==> src/rtl/debounce_pkg.sv <==
// Shared register offsets and helpers for the multi-channel debouncer.
// No logic of its own; imported by the channel filter and the register top.
package debounce_pkg;

  localparam logic [1:0] REG_STATE   = 2'd0;
  localparam logic [1:0] REG_EDGE    = 2'd1;
  localparam logic [1:0] REG_MASK    = 2'd2;
  localparam logic [1:0] REG_EDGECFG = 2'd3;

  function automatic int clog2(input int value);
    int res;
    res = 0;
    while ((1 << res) < value) res++;
    return res;
  endfunction

endpackage

==> src/rtl/debounce_channel.sv <==
// One input: synchroniser chain plus a consecutive-cycle filter; the level is accepted
// SYNC_STAGES + DEBOUNCE_CYCLES clocks after a clean raw edge, never stalls.
module debounce_channel
  import debounce_pkg::*;
#(
  parameter int CNT_W           = 16,
  parameter int DEBOUNCE_CYCLES = 50000,
  parameter int SYNC_STAGES     = 2
) (
  input  logic clk_clk,
  input  logic reset_reset_n,
  input  logic raw,
  output logic stable,
  output logic rise,
  output logic fall
);

  localparam logic [CNT_W-1:0] LIMIT = CNT_W'(DEBOUNCE_CYCLES - 1);

  logic [SYNC_STAGES-1:0] sync_q;
  logic                   sync_out;
  logic                   stable_q, stable_d;
  logic [CNT_W-1:0]       cnt_q, cnt_d;
  logic                   accept;

  assign sync_out = sync_q[SYNC_STAGES-1];
  assign accept   = (sync_out != stable_q) && (cnt_q == LIMIT);

  // Any cycle where the synchronised input matches the accepted level restarts the filter.
  always_comb begin
    stable_d = stable_q;
    cnt_d    = cnt_q;
    if (sync_out == stable_q) begin
      cnt_d = '0;
    end else if (cnt_q == LIMIT) begin
      stable_d = sync_out;
      cnt_d    = '0;
    end else begin
      cnt_d = cnt_q + 1'b1;
    end
  end

  always_ff @(posedge clk_clk or negedge reset_reset_n) begin
    if (!reset_reset_n) begin
      sync_q   <= '0;
      stable_q <= 1'b0;
      cnt_q    <= '0;
    end else begin
      sync_q   <= {sync_q[SYNC_STAGES-2:0], raw};
      stable_q <= stable_d;
      cnt_q    <= cnt_d;
    end
  end

  assign stable = stable_q;
  assign rise   = accept & sync_out;
  assign fall   = accept & ~sync_out;

endmodule

==> src/rtl/debounce_array.sv <==
// Debouncer array with Avalon-MM register file, W1C edge capture and level IRQ.
// Read latency 1, irq one clock behind EDGE; zero wait states, the slave never stalls.
module debounce_array
  import debounce_pkg::*;
#(
  parameter int CHANNELS        = 8,
  parameter int CNT_W           = 16,
  parameter int DEBOUNCE_CYCLES = 50000,
  parameter int SYNC_STAGES     = 2
) (
  input  logic                clk_clk,
  input  logic                reset_reset_n,
  input  logic [CHANNELS-1:0] raw_in,
  output logic [CHANNELS-1:0] debounced_out,
  input  logic [1:0]          avs_address,
  input  logic                avs_read,
  input  logic                avs_write,
  input  logic [31:0]         avs_writedata,
  output logic [31:0]         avs_readdata,
  output logic                irq
);

  logic [1:0]          rst_sync_q;
  logic                rst_n;
  logic [CHANNELS-1:0] stable_w, rise_w, fall_w;
  logic [CHANNELS-1:0] edge_q, edge_d, mask_q, mask_d;
  logic [CHANNELS-1:0] rise_en_q, rise_en_d, fall_en_q, fall_en_d;
  logic [31:0]         readdata_q, readdata_d;
  logic                irq_q, irq_d;
  logic                unused_wdata;

  // Reset asserts asynchronously and releases on a clock edge.
  always_ff @(posedge clk_clk or negedge reset_reset_n) begin
    if (!reset_reset_n) rst_sync_q <= '0;
    else                rst_sync_q <= {rst_sync_q[0], 1'b1};
  end
  assign rst_n = rst_sync_q[1];

  for (genvar i = 0; i < CHANNELS; i++) begin : g_ch
    debounce_channel #(
      .CNT_W          (CNT_W),
      .DEBOUNCE_CYCLES(DEBOUNCE_CYCLES),
      .SYNC_STAGES    (SYNC_STAGES)
    ) u_ch (
      .clk_clk      (clk_clk),
      .reset_reset_n(rst_n),
      .raw          (raw_in[i]),
      .stable       (stable_w[i]),
      .rise         (rise_w[i]),
      .fall         (fall_w[i])
    );
  end

  always_comb begin
    edge_d     = edge_q;
    mask_d     = mask_q;
    rise_en_d  = rise_en_q;
    fall_en_d  = fall_en_q;
    readdata_d = readdata_q;
    if (avs_write) begin
      case (avs_address)
        REG_EDGE:    edge_d    = edge_q & ~avs_writedata[CHANNELS-1:0];
        REG_MASK:    mask_d    = avs_writedata[CHANNELS-1:0];
        REG_EDGECFG: begin
          rise_en_d = avs_writedata[CHANNELS-1:0];
          fall_en_d = avs_writedata[16 +: CHANNELS];
        end
        default: ;
      endcase
    end
    // A new event beats a simultaneous clear of the same bit.
    edge_d = edge_d | (rise_w & rise_en_q) | (fall_w & fall_en_q);
    // Reads see register contents before any same-cycle write.
    if (avs_read) begin
      readdata_d = '0;
      case (avs_address)
        REG_STATE:   readdata_d[CHANNELS-1:0] = stable_w;
        REG_EDGE:    readdata_d[CHANNELS-1:0] = edge_q;
        REG_MASK:    readdata_d[CHANNELS-1:0] = mask_q;
        REG_EDGECFG: begin
          readdata_d[CHANNELS-1:0]   = rise_en_q;
          readdata_d[16 +: CHANNELS] = fall_en_q;
        end
        default: ;
      endcase
    end
    irq_d = |(edge_q & mask_q);
  end

  always_ff @(posedge clk_clk or negedge rst_n) begin
    if (!rst_n) begin
      edge_q     <= '0;
      mask_q     <= '0;
      rise_en_q  <= '1;
      fall_en_q  <= '1;
      readdata_q <= '0;
      irq_q      <= 1'b0;
    end else begin
      edge_q     <= edge_d;
      mask_q     <= mask_d;
      rise_en_q  <= rise_en_d;
      fall_en_q  <= fall_en_d;
      readdata_q <= readdata_d;
      irq_q      <= irq_d;
    end
  end

  assign unused_wdata  = ^avs_writedata;
  assign debounced_out = stable_w;
  assign avs_readdata  = readdata_q;
  assign irq           = irq_q;

endmodule

==> config.mk <==
export PLATFORM = sky130hd
export DESIGN_NAME = debounce_array
export DESIGN_NICKNAME = d
export VERILOG_FILES = /design/src/rtl/debounce_pkg.sv /design/src/rtl/debounce_channel.sv /design/src/rtl/debounce_array.sv
export SDC_FILE = /design/constraint.sdc
export NUM_CORES = 1
export LEC_CHECK = 0
export BUFFER_PORTS_ARGS = -buffer_cell sky130_fd_sc_hd__buf_2
export CORE_ASPECT_RATIO = 1.1
export CORE_MARGIN = 2
export CORE_UTILIZATION = 50
export CTS_CLUSTER_DIAMETER = 120
export DETAILED_ROUTE_END_ITERATION = 8
export GPL_TIMING_DRIVEN = 0
export PLACE_DENSITY = 0.65
export SKIP_CTS_REPAIR_TIMING = 1
export SYNTH_ARGS = -nofsm -noshare
export SYNTH_HDL_FRONTEND = slang
export SYNTH_HIERARCHICAL = 1
export SYNTH_SLANG_ARGS = --single-unit
==> constraint.sdc <==
create_clock -name clk_clk -period 7.4 [get_ports clk_clk]
set_clock_uncertainty 0.05 [all_clocks]
set_input_delay 1.48 -clock clk_clk [delete_from_list [all_inputs] [get_ports clk_clk]]
set_output_delay 1.48 -clock clk_clk [all_outputs]
set_load 0.01 [all_outputs]
After elaboration in Yosys (flattened, before gate mapping)
Cells that the tools add are included.
{"block": "totals", "reg_bits": 203, "out_inout_bits": 41, "elab_cells": 145}
{"block": "classes", "addsub": 8, "n_eq_ne": 27, "muxes": 20, "bitwise_logic": 39, "reduce_logical": 20}
{"operator": "16-bit two-way mux", "n": 16}
{"operator": "16-bit by 1-bit adder with 16-bit output (second input constant)", "n": 8}
{"operator": "16-bit equality test (second input constant)", "n": 8}
{"operator": "8-bit bitwise AND", "n": 4}
{"operator": "8-bit one-hot mux with 4 select lines", "n": 1}
{"operator": "8-bit two-way mux", "n": 3}
{"operator": "2-bit AND reduction", "n": 10}
{"operator": "1-bit bitwise AND", "n": 16}
{"operator": "1-bit NOT", "n": 16}
{"operator": "8-bit bitwise OR", "n": 2}
{"operator": "1-bit equality test", "n": 8}
{"operator": "1-bit logical AND", "n": 8}
{"operator": "1-bit inequality test", "n": 8}
{"operator": "8-bit NOT", "n": 1}
{"operator": "8-bit OR reduction", "n": 1}
{"operator": "2-bit equality test (second input constant)", "n": 2}
{"operator": "2-bit by 1-bit equality test with 1-bit output (second input constant)", "n": 1}
{"operator": "2-bit zero test", "n": 1}

Depth between registers and ports, before layout
{"block": "logic_depth", "ltp_word": 6, "ltp_mapped": 7, "mapped_depth_nobuf": 6}

By module
The synthesis kept the hierarchy.
{"mod": "debounce_channel", "instances": 8, "cells_each": 86, "area_per_inst_um2": 934.6, "seq_area_each_um2": 475.5}
{"mod": "debounce_array", "instances": 1, "cells_each": 193, "area_per_inst_um2": 2463.6, "seq_area_each_um2": 1296.2}

Worst setup path before layout
Ideal clock, no wire load.
{"block": "synth_timing", "kind": "input to register", "startpoint": "input avs_write", "endpoint": "register fall_en_q[2]", "setup_ns": 0.082, "arrival_time_ns": 2.222, "path_slack_ns": 5.046, "cell_stages": 4, "n_path_buf": 2, "cell_sequence": "buf_4 -> nand3_4 -> buf_6 -> mux2_4"}
{"block": "synth_between", "elab_chain_cells": 1}
{"item": "start, declared", "line": "debounce_array.sv:17", "source": "input logic avs_write,"}
{"item": "2-bit AND reduction (no line)"}
{"item": "end signal, assigned", "line": "debounce_array.sv:102", "source": "fall_en_q <= fall_en_d;"}
{"item": "end, declared", "line": "debounce_array.sv:27", "source": "logic [CHANNELS-1:0] rise_en_q, rise_en_d, fall_en_q, fall_en_d;"}
Every way passes these cells.
A chain may end at the register's enable or synchronous reset.

Final worst setup path
{"block": "layout_timing", "startpoint": "register g_ch[1].u_ch.stable_q", "endpoint": "output debounced_out[1]"}
{"item": "start, declared", "line": "debounce_channel.sv:22", "source": "logic stable_q, stable_d;"}
{"item": "start signal, assigned", "line": "debounce_channel.sv:50", "source": "stable_q <= stable_d;"}
{"item": "end, declared", "line": "debounce_array.sv:14", "source": "output logic [CHANNELS-1:0] debounced_out,"}
No word-level cell between the ends.

==> summary.md <==
| Metric | Value |
|---|---|
| Worst Tran Pin Value | 630 ps |
| DRT iter0 DRCs | 296 |
| Slowest stage cell, crit path | dfrtp_1 |
| Cell Rows | 54 |
| CP Class | flip-flop to output port |
| Total CTS buffers | 23 |
| Status | finished clean |
| Worst path top cell family by delay | flip-flops |
| Total GRT Usage | 19.6% |
| Post-Layout Cell Count | 1243 |
| Seq/Total Area, Yosys | 51.3% |
| Root Driver | clkbuf_16 |
| Worst path cell trace | buf_2 |
| Min Clock Period, post-route | 2700 ps |
| Dpl hpwl | 13600 microns |
| Final WS setup | 4700 ps |
| Critical Path RT | 5870 ps |
| Top-area cell type share of the netlist area | 47.1% |
| Post-synth top area cell | dfrtp_1 |
| Power Density | 219 nW/um^2 |
| Dpl ws | 4670 ps |
| Final ANT Viol Nets | 0 |
| Vias in the first global route | 6772 |
| CP max FO | 6 |
| Ant diodes | 0 |
| DIE HEIGHT | 152 microns |
| Area contributors post-synth | dfrtp_1 (47%), xnor2_1 (5.6%), nor2_1 (4.8%) |
| DR vias | 6714 |
| Final wirelength | 20100 microns |
| Vias per std cell | 5.40 |
| Crit path DAT | 1170 ps |
| Clock Path Buffers | 3 |
| FF-to-FF path depth | 7 |
| Buffers on Ports | 51 |
| Mean post-synth cell area | 11.3 sq um |
| Worst reg2reg path endpoint | edge_q[5] |
| Initial antenna violation count | 1 |
| Ys Warns | 6 |
| First-pass GRT wire length | 34300 microns |
| Hold Fails Final Rpt | 0 |
| Reg-to-reg slack, setup | 5560 ps |
| Slowest cell delay on critical path | 460 ps |
| Final Cycle Share | 36.4% |
| Ys async rst share | 100% |
| Synth-to-layout area growth | 14.6% |
| Max-cap violations | 0 |
| Starting Density | 50.6% |
| Final GP Congestion | 0.820 |
| Worst skew pair latency | 500 ps |
| Slew Limit Fails | 0 |
| Residual DRC | 0 |
| FF+latch count, synth | 203 |
| Peak supply drop | 0.000193 V |
| # clock sinks | 203 |
| Most common cell in the synthesized netlist | dfrtp_1 |
| Placed Cells | 1202 |
| Wire per inst | 16.2 microns |
| Die area | 21000 sq um |
| Nets | 1029 |
| GRT overflow | 0 |
| RSZ-0062 raised after global routing | false |
| LEAKAGE | 4.97 nW |
| Critical Path Source Type | flip-flop |
| Die width | 138 microns |
| TritonCTS clock tree | yes |
| Min-Delay Path Class | flip-flop to asynchronous set/reset pin |
| Ys flop type | dfrtp_1 |
| Core Area | 19700 sq um |
| Drt pass-1 iters | 6 |
| Synth top cells by count | dfrtp_1 (187), nor2_1 (128), xnor2_1 (64), nand4_1 (49), xor2_1 (48) |
| CP endpoint kind | output port |
| Clock transition at the registers of the reported paths | 60 ps |
| CTS HTree Levels | 1 |
| Mapped Cells | 881 |
| Reg2reg start | g_ch[5].u_ch/cnt_q[0] |
| Post-synth cell types | 43 |
| Bufs and invs on worst path | 1 |
| Share of cells above drive strength 1 | 25.1% |
| Worst slew margin | 58.0% |
| Maximum clock rate | 0.371 GHz |
| Finished Core Util | 57.9% |
| Setup Viol. Count Final | 0 |
| IO Count | 87 |
| Number of flops mapped to enable cells by yosys | 0 |
| Mapped Area | 9940 sq um |
| Pin count of the biggest net entering global routing | 61 |
## layout make-up
cell class / count / area (sq um)
Timing Repair Buffer: 54 / 338
Inverter: 16 / 60.1
Tap cell: 252 / 315
Buffer: 42 / 313
Clock buffer: 32 / 629
Clock inverter: 9 / 104
Multi-Input combinational cell: 635 / 4520
Fill cell: 1690 / 8270
Sequential cell: 203 / 5100
## cells in the final DEF (no fill, tap or decap), types with 9 or more instances in the layout
master,instances
and3_1,16
buf_2,61
buf_4,18
buf_6,10
clkbuf_1,10
clkbuf_16,23
conb_1,17
dfrtp_1,186
dfstp_2,16
inv_1,16
mux2_2,22
mux2_4,10
mux2i_1,16
nand2_1,34
nand2b_1,9
nand3_1,32
nand4_1,49
nor2_1,128
nor3_1,16
nor3b_1,16
nor4_2,16
xnor2_1,64
xor2_1,48
## state kept, by name, indices dropped and copies added (netlist names)
register and flops:
irq 1, g_ch.u_ch/sync_q 16, mask_q 8, fall_en_q 8
avs_readdata 16, g_ch.u_ch/stable 8, g_ch.u_ch/cnt_q 128, rst_sync_q 2
edge_q 8, rise_en_q 8
## layer usage
layer	vias up	GRT usage, %	part of all wire (%)
met5	-	0	0.055
met2	93	31.5	47
li1	3279	-	-
met1	3311	28.0	48
met4	2	4.86	2.0
met3	29	3.06	3.5
## power by group
group,leakage (nW),switching [mW],internal [mW],total (mW)
clock,0.354,0.445,0.664,1.11
sequential,2.69,0.0471,1.17,1.22
combinational,1.93,0.0852,0.0801,0.165
total,4.97,0.577,1.92,2.50
## kinds of logic (layout without fill, tap and decap cells)
group / count (synthesis) / in the layout / synth area share [%]
multiplexers: 48 / 48 / 5.61
other: 2 / 17 / 0.0755
AO/OA/AOI/OAI: 52 / 52 / 3.93
AND/OR/NAND/NOR: 398 / 398 / 24.5
XOR/XNOR: 112 / 112 / 9.87
adder cells (fa/ha/maj): 8 / 8 / 1.01
flip-flops: 203 / 203 / 51.3
buffers and inverters: 58 / 153 / 3.75
## how the worst max path moves through the flow
| stage | from | endpoint | slack [ps] | cells after the start |
|---|---|---|---|---|
| 2_1_floorplan | rst_sync_q[1] | avs_readdata[0] | 1300 | 0 |
| 3_3_place_gp | rst_sync_q[1] | g_ch[5].u_ch/cnt_q[13] | -1080 | 0 |
| 3_5_place_dp | avs_read | avs_readdata[7] | 4670 | 4 |
| 4_1_cts | g_ch[7].u_ch/stable | debounced_out[7] | 4680 | 1 |
| 5_1_grt | g_ch[1].u_ch/stable | debounced_out[1] | 4640 | 1 |
| 6_report | g_ch[1].u_ch/stable | debounced_out[1] | 4700 | 1 |
## metrics by stage
step           power (mW)  cell area [sq um]  hold WS, ps  setup TNS, ps
2_1_floorplan        1.34              10000          281              0
3_3_place_gp         1.40              10600          281        -197030
3_5_place_dp         1.41              10700          286              0
4_1_cts              2.53              11400          299              0
5_1_grt              2.60              11400          309              0
6_report             2.50              11400          298              0
No activity file was read; power rests on OpenSTA's default activity.
